===== config.mk =====
export PLATFORM = sky130hd
export DESIGN_NAME = spine_link_fifo
export DESIGN_NICKNAME = d
export VERILOG_FILES = /design/src/rtl/spine_link_fifo.sv
export SDC_FILE = /design/constraint.sdc
export NUM_CORES = 1
export LEC_CHECK = 0
export BUFFER_PORTS_ARGS = -buffer_cell sky130_fd_sc_hd__buf_4
export CAP_MARGIN = 20
export CELL_PAD_IN_SITES_DETAIL_PLACEMENT = 1
export CELL_PAD_IN_SITES_GLOBAL_PLACEMENT = 1
export CORE_MARGIN = 10
export CORE_UTILIZATION = 45
export CTS_BUF_LIST = sky130_fd_sc_hd__clkbuf_2
export DETAILED_ROUTE_END_ITERATION = 7
export PLACE_DENSITY = 0.8
export SLEW_MARGIN = 20
export SYNTH_ARGS = -nofsm -noshare
export SYNTH_HDL_FRONTEND = slang
export SYNTH_SLANG_ARGS = --single-unit

===== constraint.sdc =====
create_clock -name clk -period 7.65 [get_ports clk]
set_input_delay 0.765 -clock clk [delete_from_list [all_inputs] [get_ports clk]]
set_output_delay 0.765 -clock clk [all_outputs]
set_load 0.1 [all_outputs]

===== src/rtl/spine_link_fifo.sv =====
`default_nettype none
// ============================================================================
// Module      : spine_link_fifo
// Description : Egress buffer between a router spine output, which has no
//               backpressure, and the spine switch input. Bursts are
//               absorbed in a FIFO and presented as a valid/ready stream
//               with the destination address taken from each flit. Lost
//               flits are counted, and a link that stays blocked is flagged.
// Revision    : 1.0 - initial release
// ============================================================================
module spine_link_fifo #(
   parameter int DWIDTH      = 16,
   parameter int ADDR_W      = 6,
   parameter int DEPTH       = 8,
   parameter int STALL_LIMIT = 64
) (
   input  logic                       clk,
   input  logic                       reset,
   input  logic [DWIDTH-1:0]          in_data,
   input  logic                       in_valid,
   output logic [DWIDTH-1:0]          out_data,
   output logic                       out_valid,
   output logic [ADDR_W-1:0]          out_dest_addr,
   input  logic                       out_ready,
   output logic [$clog2(DEPTH):0]     level,
   output logic                       full,
   output logic                       empty,
   output logic [15:0]                drop_count,
   output logic                       stall_flag
);

   localparam int c_PTR_W = $clog2(DEPTH);
   localparam int c_LVL_W = c_PTR_W + 1;
   localparam int c_CNT_W = $clog2(STALL_LIMIT + 1);

   localparam logic [c_LVL_W-1:0] c_DEPTH_LVL = c_LVL_W'(DEPTH);
   localparam logic [c_LVL_W-1:0] c_ONE_LVL   = c_LVL_W'(1);
   localparam logic [c_CNT_W-1:0] c_STALL_MAX = c_CNT_W'(STALL_LIMIT);
   localparam logic [c_CNT_W-1:0] c_CNT_ONE   = c_CNT_W'(1);
   localparam logic [c_PTR_W-1:0] c_PTR_ONE   = c_PTR_W'(1);
   localparam logic [15:0]        c_DROP_MAX  = 16'hFFFF;

   // Link-state encoding
   localparam logic [1:0] c_ST_IDLE    = 2'd0;
   localparam logic [1:0] c_ST_ACTIVE  = 2'd1;
   localparam logic [1:0] c_ST_BLOCKED = 2'd2;

   logic [DWIDTH-1:0]  r_mem [DEPTH];
   logic [c_PTR_W-1:0] r_wr_ptr;
   logic [c_PTR_W-1:0] r_rd_ptr;
   logic [c_LVL_W-1:0] r_level;
   logic [15:0]        r_drop_count;
   logic [1:0]         r_state;
   logic [c_CNT_W-1:0] r_stall_cnt;
   logic               r_stall_flag;

   logic               w_full;
   logic               w_empty;
   logic               w_push;
   logic               w_pop;
   logic               w_drop;
   logic [1:0]         w_state_nxt;
   logic [c_CNT_W-1:0] w_cnt_nxt;
   logic [DWIDTH-1:0]  w_head;

   // Level is kept separately from the pointers so full and empty never alias
   assign w_full  = (r_level == c_DEPTH_LVL);
   assign w_empty = (r_level == '0);
   assign w_pop   = !w_empty & out_ready;
   // A full FIFO still accepts a flit when the head leaves in the same cycle
   assign w_push  = in_valid & (!w_full | w_pop);
   assign w_drop  = in_valid & w_full & !w_pop;

   // Empty storage reads as zero so stale flits never show after a flush
   assign w_head        = w_empty ? '0 : r_mem[r_rd_ptr];
   assign out_data      = w_head;
   assign out_dest_addr = w_head[DWIDTH-1 -: ADDR_W];
   assign out_valid     = !w_empty;
   assign level         = r_level;
   assign full          = w_full;
   assign empty         = w_empty;
   assign drop_count    = r_drop_count;
   assign stall_flag    = r_stall_flag;

   // Flit storage; contents need no reset because emptiness masks the head
   always_ff @(posedge clk) begin
      if (w_push) begin
         r_mem[r_wr_ptr] <= in_data;
      end
   end

   // Pointer and occupancy bookkeeping; pointers wrap naturally at DEPTH
   always_ff @(posedge clk) begin
      if (reset) begin
         r_wr_ptr <= '0;
         r_rd_ptr <= '0;
         r_level  <= '0;
      end else begin
         if (w_push) begin
            r_wr_ptr <= r_wr_ptr + c_PTR_ONE;
         end
         if (w_pop) begin
            r_rd_ptr <= r_rd_ptr + c_PTR_ONE;
         end
         if (w_push & !w_pop) begin
            r_level <= r_level + c_ONE_LVL;
         end else if (w_pop & !w_push) begin
            r_level <= r_level - c_ONE_LVL;
         end
      end
   end

   // Saturating count of flits lost to a full, non-draining FIFO
   always_ff @(posedge clk) begin
      if (reset) begin
         r_drop_count <= '0;
      end else if (w_drop && (r_drop_count != c_DROP_MAX)) begin
         r_drop_count <= r_drop_count + 16'd1;
      end
   end

   // Link-state next-state and stall counter logic
   always_comb begin
      w_state_nxt = r_state;
      w_cnt_nxt   = r_stall_cnt;
      case (r_state)
         c_ST_IDLE: begin
            if (w_push) begin
               w_state_nxt = c_ST_ACTIVE;
            end
         end
         c_ST_ACTIVE: begin
            if (!w_empty & !out_ready) begin
               w_state_nxt = c_ST_BLOCKED;
               w_cnt_nxt   = c_CNT_ONE;
            end else if ((w_empty | (w_pop & (r_level == c_ONE_LVL))) & !w_push) begin
               // Last flit leaves (or FIFO already drained after a block)
               w_state_nxt = c_ST_IDLE;
            end
         end
         c_ST_BLOCKED: begin
            if (w_pop) begin
               w_state_nxt = c_ST_ACTIVE;
               w_cnt_nxt   = '0;
            end else if (r_stall_cnt < c_STALL_MAX) begin
               w_cnt_nxt = r_stall_cnt + c_CNT_ONE;
            end
         end
         default: begin
            w_state_nxt = c_ST_IDLE;
            w_cnt_nxt   = '0;
         end
      endcase
   end

   // Link-state registers; the flag is registered off the next-state values
   always_ff @(posedge clk) begin
      if (reset) begin
         r_state      <= c_ST_IDLE;
         r_stall_cnt  <= '0;
         r_stall_flag <= 1'b0;
      end else begin
         r_state      <= w_state_nxt;
         r_stall_cnt  <= w_cnt_nxt;
         r_stall_flag <= (w_state_nxt == c_ST_BLOCKED) && (w_cnt_nxt >= c_STALL_MAX);
      end
   end

endmodule
`default_nettype wire


== Word level (Yosys, flattened, before mapping) ==
Memories as Yosys holds them, arrays and structs flattened. A register that Yosys moved wholly into a read port is not among the register bits.
Index checks and enable logic that the tools add are counted.
W data, S select, Z words.

* Flip-flop bits (word level): 36
* Bits in latches: 0
* Bits in writable memories: 128
* Bits in read-only memories: 0
* Input bits: 20
* Output and inout bits: 46
* Word-level logic and storage cells: 59
* Memories kept: 1

{| class="wikitable"
|+ Memories
! memory !! depth !! width !! read ports !! clocked after memory_dff !! wr ports !! line !! source
|-
| r_mem || 8 || 16 || 1 || 1 || 1 || 48 || <nowiki>logic [DWIDTH-1:0] r_mem [DEPTH];</nowiki>
|}

* $add $sub $neg: 6
* Multiply operators: 0
* Divide/modulo/power cells: 0
* Order comparisons: 2
* Equal/unequal tests: 6
* Shift-type cells: 0
* Muxes and demuxes: 16
* Bitwise operators: 11
* Reductions and logical operators: 10

{| class="wikitable"
|+ Operators with widths
! cell !! number
|-
| $mux W7 || 3
|-
| $pmux W7 S3 || 1
|-
| $add A16 B1 Y16 const B || 1
|-
| $mux W16 || 1
|-
| $ne A16 B16 Y1 const B || 1
|-
| $and A1 B1 Y1 || 9
|-
| $mux W2 || 4
|-
| $mux W4 || 2
|-
| $add A7 B1 Y7 const B || 1
|-
| $ge A7 B7 Y1 const B || 1
|-
| $lt A7 B7 Y1 const B || 1
|-
| $add A3 B1 Y3 const B || 2
|-
| $mux W3 || 2
|-
| $pmux W2 S3 || 1
|-
| $logic_not A1 Y1 || 5
|-
| $add A4 B1 Y4 const B || 1
|-
| $eq A2 B2 Y1 const B || 2
|-
| $eq A4 B1 Y1 const B || 1
|-
| $eq A4 B4 Y1 const B || 1
|-
| $logic_not A4 Y1 || 1
|-
| $sub A4 B1 Y4 const B || 1
|-
| $eq A2 B1 Y1 const B || 1
|-
| $logic_and A1 B1 Y1 || 2
|-
| $logic_not A2 Y1 || 1
|-
| other kinds (3) || 5
|}

== Depth between registers and ports, before layout ==
Gate-level depths: netlist of the first run.

* Depth after elaboration: 12
* Gate-level depth with buffers: 11
* Depth with buffers taken out: 10

== Least setup slack after synthesis of the first run ==
No wires, ideal clock.

* Path kind: reg2out
* Start point: reg r_level[1] (netlist: level[1])
* End point: out out_dest_addr[0]
* Arrival time: 5788 ps
* Slack: 1097 ps
* Cell stages (with the launch flop): 9
* Path buffers: 3
* Cells stage by stage: dfxtp_1 -> inv_1 -> ha_1 -> or3b_1 -> clkbuf_1 -> clkinv_1 -> buf_1 -> nor2_1 -> buf_4

* Longest elaborated chain between the ends: 2

{| class="wikitable"
|+ Ends and longest elaborated chain
! item !! line !! source
|-
| start, declared || 51 || <nowiki>logic [c_LVL_W-1:0] r_level;</nowiki>
|-
| start signal, assigned || 106 || <nowiki>r_level <= r_level + c_ONE_LVL;</nowiki>
|-
| start signal, assigned || 108 || <nowiki>r_level <= r_level - c_ONE_LVL;</nowiki>
|-
| $logic_not A4 Y1 || 68 || <nowiki>assign w_empty = (r_level == '0);</nowiki>
|-
| net empty || 27 || <nowiki>output logic empty,</nowiki>
|-
| $mux W16 || 75 || <nowiki>assign w_head = w_empty ? '0 : r_mem[r_rd_ptr];</nowiki>
|-
| end, declared || 23 || <nowiki>output logic [ADDR_W-1:0] out_dest_addr,</nowiki>
|}

The timed path passes the listed nets, and every way through them passes these cells.

== Final worst setup path of the first run ==
* Start point: reg r_level[0] (netlist: level[0])
* End point: out out_data[12]

* Longest elaborated chain between the ends: 2

{| class="wikitable"
|+ Ends and longest elaborated chain
! item !! line !! source
|-
| $logic_not A4 Y1 || 68 ||
|-
| $mux W16 || 75 ||
|-
| end, declared || 21 || <nowiki>output logic [DWIDTH-1:0] out_data,</nowiki>
|}

Every way passes these cells.

==> flow_summary_export.csv, run 1 <==
group,metric,value,unit
place,placed_cell_area,0.00757,sq mm
finish,fillers,1513,
detailed_routing,wl_per_cell,21.1,um
pwr,switching_share,0.499,
clock_tree,clk_path_buf_depth,2,
synth,synth_area,0.00688,sq mm
worst_setup_path,rr_worst_depth,7,
worst_setup_path,startpoint,"level[0]",
finish,antenna_cells,0,
pwr,p_int,0.00151,W
worst_setup_path,slowest_delay,580,ps
global_route,grt_usage,0.155,
synth,synth_fa_ha_area_frac,0.0146,
synth,synth_cells,452,
place,hpwl,9970,um
global_route,antenna_found_initial,0,
pwr,cellPowerDensity,385,mW/mm^2
worst_setup_path,endpoint,"out_data[12]",
synth,yosysSeqAreaShare,0.672,
pwr,p_comb_frac,0.495,
pwr,clkPwrFrac,0.145,
floorplan,chipWidth,144,um
worst_setup_path,arrival,3160,ps
sta,postLayoutSetupSlackWorst,3730,ps
synth,async_flop_share,0,
detailed_routing,drt-total-wl,15100,um
synth,synth_top_cell_by_area,"edfxtp_1",
synth,synth_ff_type,"edfxtp_1",
synth,yosys.area_share.simple,0.0970,
min_path,hold_depth,1,
pwr,seqPwrFrac,0.361,
floorplan,core-area,0.0151,sq mm
worst_setup_path,critPathLaunchType,"register",
floorplan,rows,45,
place,place.gp.congestion,0.773,
synth,synth.top_cell.area_share,0.559,
detailed_routing,drc,0,
place,port_buffers,65,
synth,synth_top_family_by_area,"multiplexers",
synth,synthTopCellsByArea,"edfxtp_1, dfxtp_1, mux4_2",
detailed_routing,ant_nets,0,
floorplan,dieArea,0.0206,sq mm
clock_tree,post_cts_buffers,0,
detailed_routing,avgViaCountPerCell,5.65,
sta,fmax,0.255,GHz
pwr,leakage,2.60,nW
synth,synth-xor-area-share,0.0102,
worst_setup_path,r2r_start,"level[0]",
synth,syn_nets,480,
clock_tree,htree_levels,4,
worst_setup_path,rrSetupSlack,4820,ps
global_route,grt_max_degree,34,
finish,area_delta_synth_final,13.6,%
place,preCtsSetupSlack,4460,ps
synth,syn_avg_cell_area,15.2,sq um
worst_setup_path,worst-path-max-fanout,19,
worst_setup_path,worst-path-stages,6,
worst_setup_path,cpMaxStageDelayCell,"clkinv_1",
clock_tree,cts.sinks,167,
clock_tree,clkTransAtPathRegs,250,ps
worst_setup_path,crit_type,"register to primary output",
finish,drive_gt1_frac,0.281,
outcome,status,"completed",
sta,hold_viol_final,0,
detailed_routing,dr.first_iter.drc_count,263,
synth,synth_compound_area_frac,0.0508,
clock_tree,root_buffer,"clkbuf_2",
worst_setup_path,path_buf_inv,3,
pwr,ir_drop,0.000367,V
synth,yosysWarnings,0,
pwr,power_switching,0.00150,W
finish,layout.nets,545,
clock_tree,clkLatencyLatePin,720,ps
global_route,grt_pass1_vias,4362,
synth,ys_types,51,
worst_setup_path,crit_family,"buffers and inverters",
floorplan,io_pins,66,
worst_setup_path,critPathRequiredTime,6880,ps
sta,finClkSkew,32.7,ps
sta,grt_setup_unrepaired,"false",
min_path,hold_path_class,"primary input to register",
sta,setup_viol,0,
global_route,grt_overflow,0,
floorplan,die_h,144,um
clock_tree,cts_buffers,17,
sta,maxSlewHeadroom,0.302,
sta,totalNegativeSetupSlack,0,ps
global_route,grt_pass1_wl,24400,um
sta,slew_viol_final,0,
clock_tree,ctsHoldBuffers,0,
clock_tree,cts_resized,0,
sta,finalCritPeriodShare,0.513,
worst_setup_path,cp-end-kind,"primary output",
synth,ys_seq_elements,167,
sta,min_period,3920,ps
synth,muxShareOfSynthArea,0.131,
worst_setup_path,crit_chain,"inv_1 -> ha_1 -> or3b_1 -> clkinv_1 -> nor2_1 -> buf_4",
worst_setup_path,r2r_end,"r_mem[4][2]",
detailed_routing,vias,4059,
floorplan,start_util,0.456,
clock_tree,cts_tree,"yes",
synth,synth_common_cells,"edfxtp_1, nor2_1, dfxtp_1",
sta,worst_pin_slew,1040,ps
synth,synth-edff-count,128,
finish,finalInstanceArea,0.00782,sq mm
synth,yosysMostFrequentCell,"edfxtp_1",
run,cap_violations,0,
detailed_routing,dr.pass1.iters,4,
## power by group through the flow
stage	clock network [W]	registers (W)	logic (W)
finish	0.000436	0.00109	0.00149
global route	0.000495	0.00110	0.00156
CTS	0.000450	0.00109	0.00151
detailed placement	0	0.00111	0.00150
global placement	0	0.00110	0.00148
floorplan	0	0.00115	0.00118
## sequential cells by signal, summed over array words and instances, names as in the netlist, named ones only
register / flops
r_wr_ptr: 3
r_rd_ptr: 3
r_state: 2
r_mem: 128
r_stall_cnt: 7
level: 4
drop_count: 16
stall_flag: 1
## routing by layer
layer  global-route usage  share of wire  vias to the layer above
met2                0.262           0.52                       79
li1                     -              -                     1882
met3               0.0413          0.046                       15
met4               0.0419         0.0098                        0
met1                0.192           0.43                     2083
met5                    0              0                        -
## worst min path at each step
stage	startpoint	to	slack (ps)
after floorplan	r_rd_ptr[1]	register	450
after global placement	r_rd_ptr[1]	register	460
after detailed placement	r_stall_cnt[5]	r_stall_cnt[5]	490
after CTS	in_data[15]	r_mem[3][15]	170
after global routing	in_data[9]	r_mem[1][9]	140
final	in_data[9]	r_mem[6][9]	250
## logic make-up (layout without fill, tap and decap cells)
family                   Yosys count  count (layout)
AND/OR/NAND/NOR                  124             124
multiplexers                      50              50
flip-flops                       167             167
adder cells (fa/ha/maj)            8               8
AO/OA/AOI/OAI                     58              58
XOR/XNOR                           8               8
buffers and inverters             37             115
## per-stage QoR
stage,hold WS (ps),power [W],utilization,instances
5_1_grt,144,0.00316,0.518,718
4_1_cts,170,0.00304,0.516,717
6_report,247,0.00301,0.518,718
2_1_floorplan,454,0.00233,-,452
3_3_place_gp,456,0.00258,0.502,685
3_5_place_dp,489,0.00261,0.502,685
## final cells by class
class	instances	area, sq um	area share
clock buffer	19	95.1	0.0122
clock inverter	13	123	0.0157
inverter	12	45.0	0.00576
multi-input combinational	248	2150	0.275
sequential	167	4630	0.592
tap	188	235	0.0301
timing repair buffer	71	541	0.0692
## cells in the final DEF (no fill, tap or decap), types with 7 or more instances in the layout
master	count
a21oi_1	26
buf_4	70
clkbuf_2	19
dfxtp_1	36
edfxtp_1	128
ha_1	8
inv_1	11
mux2i_1	17
mux4_2	32
nand2_1	21
nand3_1	9
nand4_1	7
nor2_1	40
o21ai_0	9
o31ai_1	8
or4_1	10
Power figures use the tool's default switching activity.
==> run 2, diff against run 1 <==
==> constraint.sdc (replaced) <==
create_clock -name clk -period 4 [get_ports clk]
set_input_delay 0.4 -clock clk [delete_from_list [all_inputs] [get_ports clk]]
set_output_delay 0.4 -clock clk [all_outputs]
set_load 0.1 [all_outputs]
==> flow_summary_export.csv, run 2 (synthesis results as in run 1) <==
group,metric,value,unit
worst_setup_path,critPathLaunchType,"register",
floorplan,start_util,0.456,
sta,finClkSkew,37.0,ps
worst_setup_path,path_buf_inv,4,
detailed_routing,avgViaCountPerCell,5.69,
pwr,switching_share,0.473,
clock_tree,clk_path_buf_depth,2,
pwr,cellPowerDensity,756,mW/mm^2
global_route,grt_usage,0.163,
sta,min_period,3450,ps
pwr,leakage,2.75,nW
global_route,grt_max_degree,34,
clock_tree,htree_levels,4,
pwr,seqPwrFrac,0.333,
sta,totalNegativeSetupSlack,0,ps
run,cap_violations,0,
sta,postLayoutSetupSlackWorst,545,ps
worst_setup_path,crit_type,"register to primary output",
sta,slew_viol_final,0,
finish,drive_gt1_frac,0.303,
finish,area_delta_synth_final,18.6,%
clock_tree,root_buffer,"clkbuf_2",
worst_setup_path,cp-end-kind,"primary output",
floorplan,io_pins,66,
worst_setup_path,crit_chain,"inv_1 -> ha_1 -> or3b_1 -> clkinv_1 -> buf_4 -> nor2_2 -> buf_4",
detailed_routing,ant_nets,0,
finish,fin_cells,743,
global_route,grt_pass1_vias,4615,
sta,grt_setup_unrepaired,"false",
worst_setup_path,arrival,3050,ps
pwr,power_switching,0.00292,W
outcome,status,"completed",
sta,finalCritPeriodShare,0.864,
clock_tree,cts.sinks,167,
worst_setup_path,crit_family,"buffers and inverters",
place,place.gp.congestion,0.792,
finish,top_register,"r_mem",
worst_setup_path,slowest_delay,450,ps
finish,final_cell_mix,"edfxtp_1, buf_4, dfxtp_1, mux4_2, nor2_1",
clock_tree,cts_buffers,17,
finish,final_common_cell,"edfxtp_1",
pwr,p_int,0.00325,W
detailed_routing,wl_per_cell,21.7,um
sta,hold_viol_final,0,
detailed_routing,dr.pass1.iters,4,
worst_setup_path,cpMaxStageDelayCell,"dfxtp_2",
detailed_routing,drc,0,
finish,layout.nets,569,
worst_setup_path,worst-path-max-fanout,10,
global_route,grt_pass1_wl,25300,um
floorplan,rows,45,
place,port_buffers,65,
floorplan,dieArea,0.0206,sq mm
worst_setup_path,crit_top_cell,"buf_4",
floorplan,core-area,0.0151,sq mm
pwr,p_comb_frac,0.485,
global_route,grt_overflow,0,
place,preCtsSetupSlack,1360,ps
sta,maxSlewHeadroom,0.354,
clock_tree,clkLatencyLatePin,780,ps
place,dp.cells,693,
detailed_routing,drt-total-wl,16200,um
clock_tree,clkTransAtPathRegs,200,ps
floorplan,die_h,144,um
worst_setup_path,critPathRequiredTime,3600,ps
pwr,ir_drop,0.000652,V
clock_tree,cts_resized,0,
clock_tree,cts_tree,"yes",
global_route,antenna_found_initial,0,
sta,fmax,0.289,GHz
finish,largest_reg_flops,128,
sta,setup_viol,0,
place,hpwl,10400,um
pwr,clkPwrFrac,0.182,
detailed_routing,dr.first_iter.drc_count,216,
floorplan,chipWidth,144,um
sta,worst_pin_slew,961,ps
min_path,hold_path_class,"primary input to register",
detailed_routing,vias,4229,
[run 2: power groups by stage]
stage	combinational [W]	sequential, W	clock, W
after floorplan	0.00234	0.00220	0
after global routing	0.00314	0.00207	0.00122
after detailed placement	0.00301	0.00209	0
after global placement	0.00296	0.00208	0
final	0.00299	0.00205	0.00112
after CTS	0.00303	0.00205	0.00114
[run 2: worst paths after layout]
kind	start	to	slack, ps	cells past startpoint
max	level[0]	out_data[6]	550	7
min	in_valid	r_wr_ptr[2]	60	4
max reg2reg	level[0]	level[3]	1350	10
min reg2reg	drop_count[8]	drop_count[8]	520	2
[run 2: cell type report]
class | count | area [sq um]
flip-flops and latches | 167 | 4630
multi-input cells | 248 | 2160
repair buffers | 95 | 756
diodes | 1 | 2.50
fillers | 1476 | 6930
well taps | 188 | 235
clock buffers | 20 | 100
inverters | 12 | 45.0
clock inverters | 12 | 224
[run 2: per-stage QoR]
| step | util | total power [W] | hold slack (ps) | cell area (sq um) |
|---|---|---|---|---|
| after floorplan | - | 0.00454 | 454 | 6940 |
| after global placement | 0.508 | 0.00504 | 476 | 7660 |
| after detailed placement | 0.508 | 0.00510 | 481 | 7660 |
| after CTS | 0.540 | 0.00622 | 4.78 | 8160 |
| after global routing | 0.540 | 0.00643 | 10.8 | 8160 |
| final | 0.541 | 0.00617 | 61.1 | 8160 |
[run 2: worst reg2reg max path: stages (launching register included)]
cell and delay, ps:
dfxtp_2 450, inv_1 70, ha_1 260, or3b_1 310
and2_0 300, inv_1 120, ha_1 260, or4_1 440
a21oi_1 190, xnor2_1 130, nor2_1 50
[run 2: repair_timing]
action / 4_1_cts / 5_1_grt
setup buffers: 0 / 0
hold buffers: 17 / 0
endpoints found under the hold margin: 139 / 0
[run 2: layer usage]
layer / global-route usage / vias to the layer above / share of wire
met5: 0 / - / 0
li1: - / 1926 / -
met1: 0.199 / 2176 / 0.43
met4: 0.0451 / 0 / 0.011
met3: 0.0465 / 18 / 0.049
met2: 0.276 / 109 / 0.52
==> run 3, diff against run 2 <==
--- a/config.mk
+++ b/config.mk
@@ -7,7 +7,7 @@
 export LEC_CHECK = 0
 export BUFFER_PORTS_ARGS = -buffer_cell sky130_fd_sc_hd__buf_4
 export CAP_MARGIN = 20
-export CELL_PAD_IN_SITES_DETAIL_PLACEMENT = 1
+export CELL_PAD_IN_SITES_DETAIL_PLACEMENT = 0
 export CELL_PAD_IN_SITES_GLOBAL_PLACEMENT = 1
 export CORE_MARGIN = 10
 export CORE_UTILIZATION = 45
==> flow_summary_export.csv, run 3 (synthesis results as in run 1) <==
group,metric,value,unit
worst_setup_path,rrSetupSlack,1360,ps
clock_tree,clkTransAtPathRegs,230,ps
clock_tree,htree_levels,4,
detailed_routing,ant_nets,0,
detailed_routing,dr.pass1.iters,5,
min_path,worstHoldStart,"out_ready",
clock_tree,clk_path_buf_depth,2,
detailed_routing,wl_per_cell,18.8,um
pwr,cellPowerDensity,730,mW/mm^2
place,place.gp.congestion,0.792,
sta,hold_slack,131,ps
finish,layout.nets,571,
worst_setup_path,crit_type,"register to primary output",
floorplan,dieArea,0.0206,sq mm
worst_setup_path,rr_worst_depth,10,
worst_setup_path,critPathRequiredTime,3600,ps
floorplan,start_util,0.456,
sta,finalCritPeriodShare,0.848,
clock_tree,root_buffer,"clkbuf_2",
global_route,grt_max_degree,34,
sta,slew_viol_final,0,
floorplan,core-area,0.0151,sq mm
floorplan,die_h,144,um
finish,finalInstanceArea,0.00810,sq mm
floorplan,chipWidth,144,um
place,hpwl,8770,um
sta,grt_setup_unrepaired,"false",
global_route,antenna_found_initial,0,
finish,fillers,1254,
clock_tree,post_cts_buffers,0,
detailed_routing,vias,4151,
sta,setup_viol,0,
min_path,hold_path_class,"primary input to register",
place,placed_cell_area,0.00766,sq mm
global_route,grt_usage,0.143,
sta,min_period,3390,ps
pwr,ir_drop,0.000581,V
clock_tree,cts_tree,"yes",
place,port_buffers,65,
sta,worst_pin_slew,886,ps
run,cap_violations,0,
worst_setup_path,cp-end-kind,"primary output",
sta,hold_viol_final,0,
global_route,grt_overflow,0,
finish,post-route-util,0.537,
detailed_routing,dr.first_iter.drc_count,247,
clock_tree,cts_buffers,17,
sta,maxSlewHeadroom,0.406,
outcome,status,"completed",
global_route,grt_pass1_vias,4339,
min_path,hold_depth,4,
global_route,grt_pass1_wl,22700,um
sta,finClkSkew,18.0,ps
worst_setup_path,r2r_end,"level[3]",
finish,top_register,"r_mem",
detailed_routing,avgViaCountPerCell,5.58,
pwr,leakage,2.71,nW
finish,final_cell_mix,"edfxtp_1, buf_4, dfxtp_1, mux4_2, nor2_1",
worst_setup_path,worst-path-max-fanout,10,
finish,largest_reg_flops,128,
worst_setup_path,arrival,2990,ps
finish,drive_gt1_frac,0.302,
detailed_routing,drt-total-wl,14000,um
sta,totalNegativeSetupSlack,0,ps
floorplan,io_pins,66,
sta,fmax,0.295,GHz
detailed_routing,drc,0,
floorplan,rows,45,
finish,antenna_cells,0,
clock_tree,clkLatencyLatePin,710,ps
min_path,min_to,"r_rd_ptr[2]",
clock_tree,cts.sinks,167,
finish,area_delta_synth_final,17.7,%
worst_setup_path,r2r_start,"level[0]",
worst_setup_path,critPathLaunchType,"register",
finish,final_common_cell,"edfxtp_1",
-- run 3: changes by cell type in the layout (fill, tap and decap cells not counted), sizes merged --
cell	delta
bufinv	-4
clkinvlp	+3
inv	+3
clkinv	-2
dlygate4sd3	+2
diode	-1
-- run 3: what timing repair did --
action / in CTS / in global routing
hold buffers: 19 / 0
hold endpoints to repair: 130 / 0
gates resized for setup: 0 / 0
-- run 3: area by class of cell --
cell class / instances / area [sq um] / share of cell area
Multi-Input combinational cell: 248 / 2160 / 0.267
Inverter: 12 / 45.0 / 0.00556
Clock buffer: 20 / 100 / 0.0124
Tap cell: 188 / 235 / 0.0291
Timing Repair Buffer: 97 / 776 / 0.0958
Sequential cell: 167 / 4630 / 0.572
Clock inverter: 12 / 145 / 0.0179
-- run 3: routing by layer --
| layer | vias to the layer above | track usage | part of all wire |
|---|---|---|---|
| met5 | - | 0 | 0 |
| li1 | 1937 | - | - |
| met3 | 19 | 0.0409 | 0.062 |
| met2 | 104 | 0.237 | 0.50 |
| met1 | 2091 | 0.176 | 0.43 |
| met4 | 0 | 0.0451 | 0.011 |
-- run 3: power breakdown --
group / switching, W / internal [W] / total, W
Combinational: 0.00223 / 0.000731 / 0.00296
Clock: 0.000596 / 0.000305 / 0.000902
Sequential: 0.0000745 / 0.00197 / 0.00205
Total: 0.00290 / 0.00301 / 0.00591
-- run 3: worst max-delay path by stage --
stage | startpoint | endpoint | cells after the start
5_1_grt | level[0] | out_data[9] | 7
6_report | level[0] | out_data[9] | 7
4_1_cts | level[0] | out_data[9] | 7
2_1_floorplan | level[1] | out_dest_addr[0] | 8
3_3_place_gp | level[0] | out_data[10] | 7
3_5_place_dp | level[0] | out_data[9] | 7
-- run 3: metrics by stage --
step | cells | power, W | setup WS [ps]
after global placement | 693 | 0.00504 | 1480
after CTS | 744 | 0.00598 | 494
after detailed placement | 693 | 0.00507 | 1350
after floorplan | 452 | 0.00454 | 5.21
final | 744 | 0.00591 | 608
after global routing | 744 | 0.00619 | 342
-- run 3: worst max-delay path: stages (launching register included) --
cell	delay, ps
dfxtp_2	450
inv_1	70
ha_1	260
or3b_1	320
clkinv_1	400
buf_4	350
nor2_2	120
buf_4	290
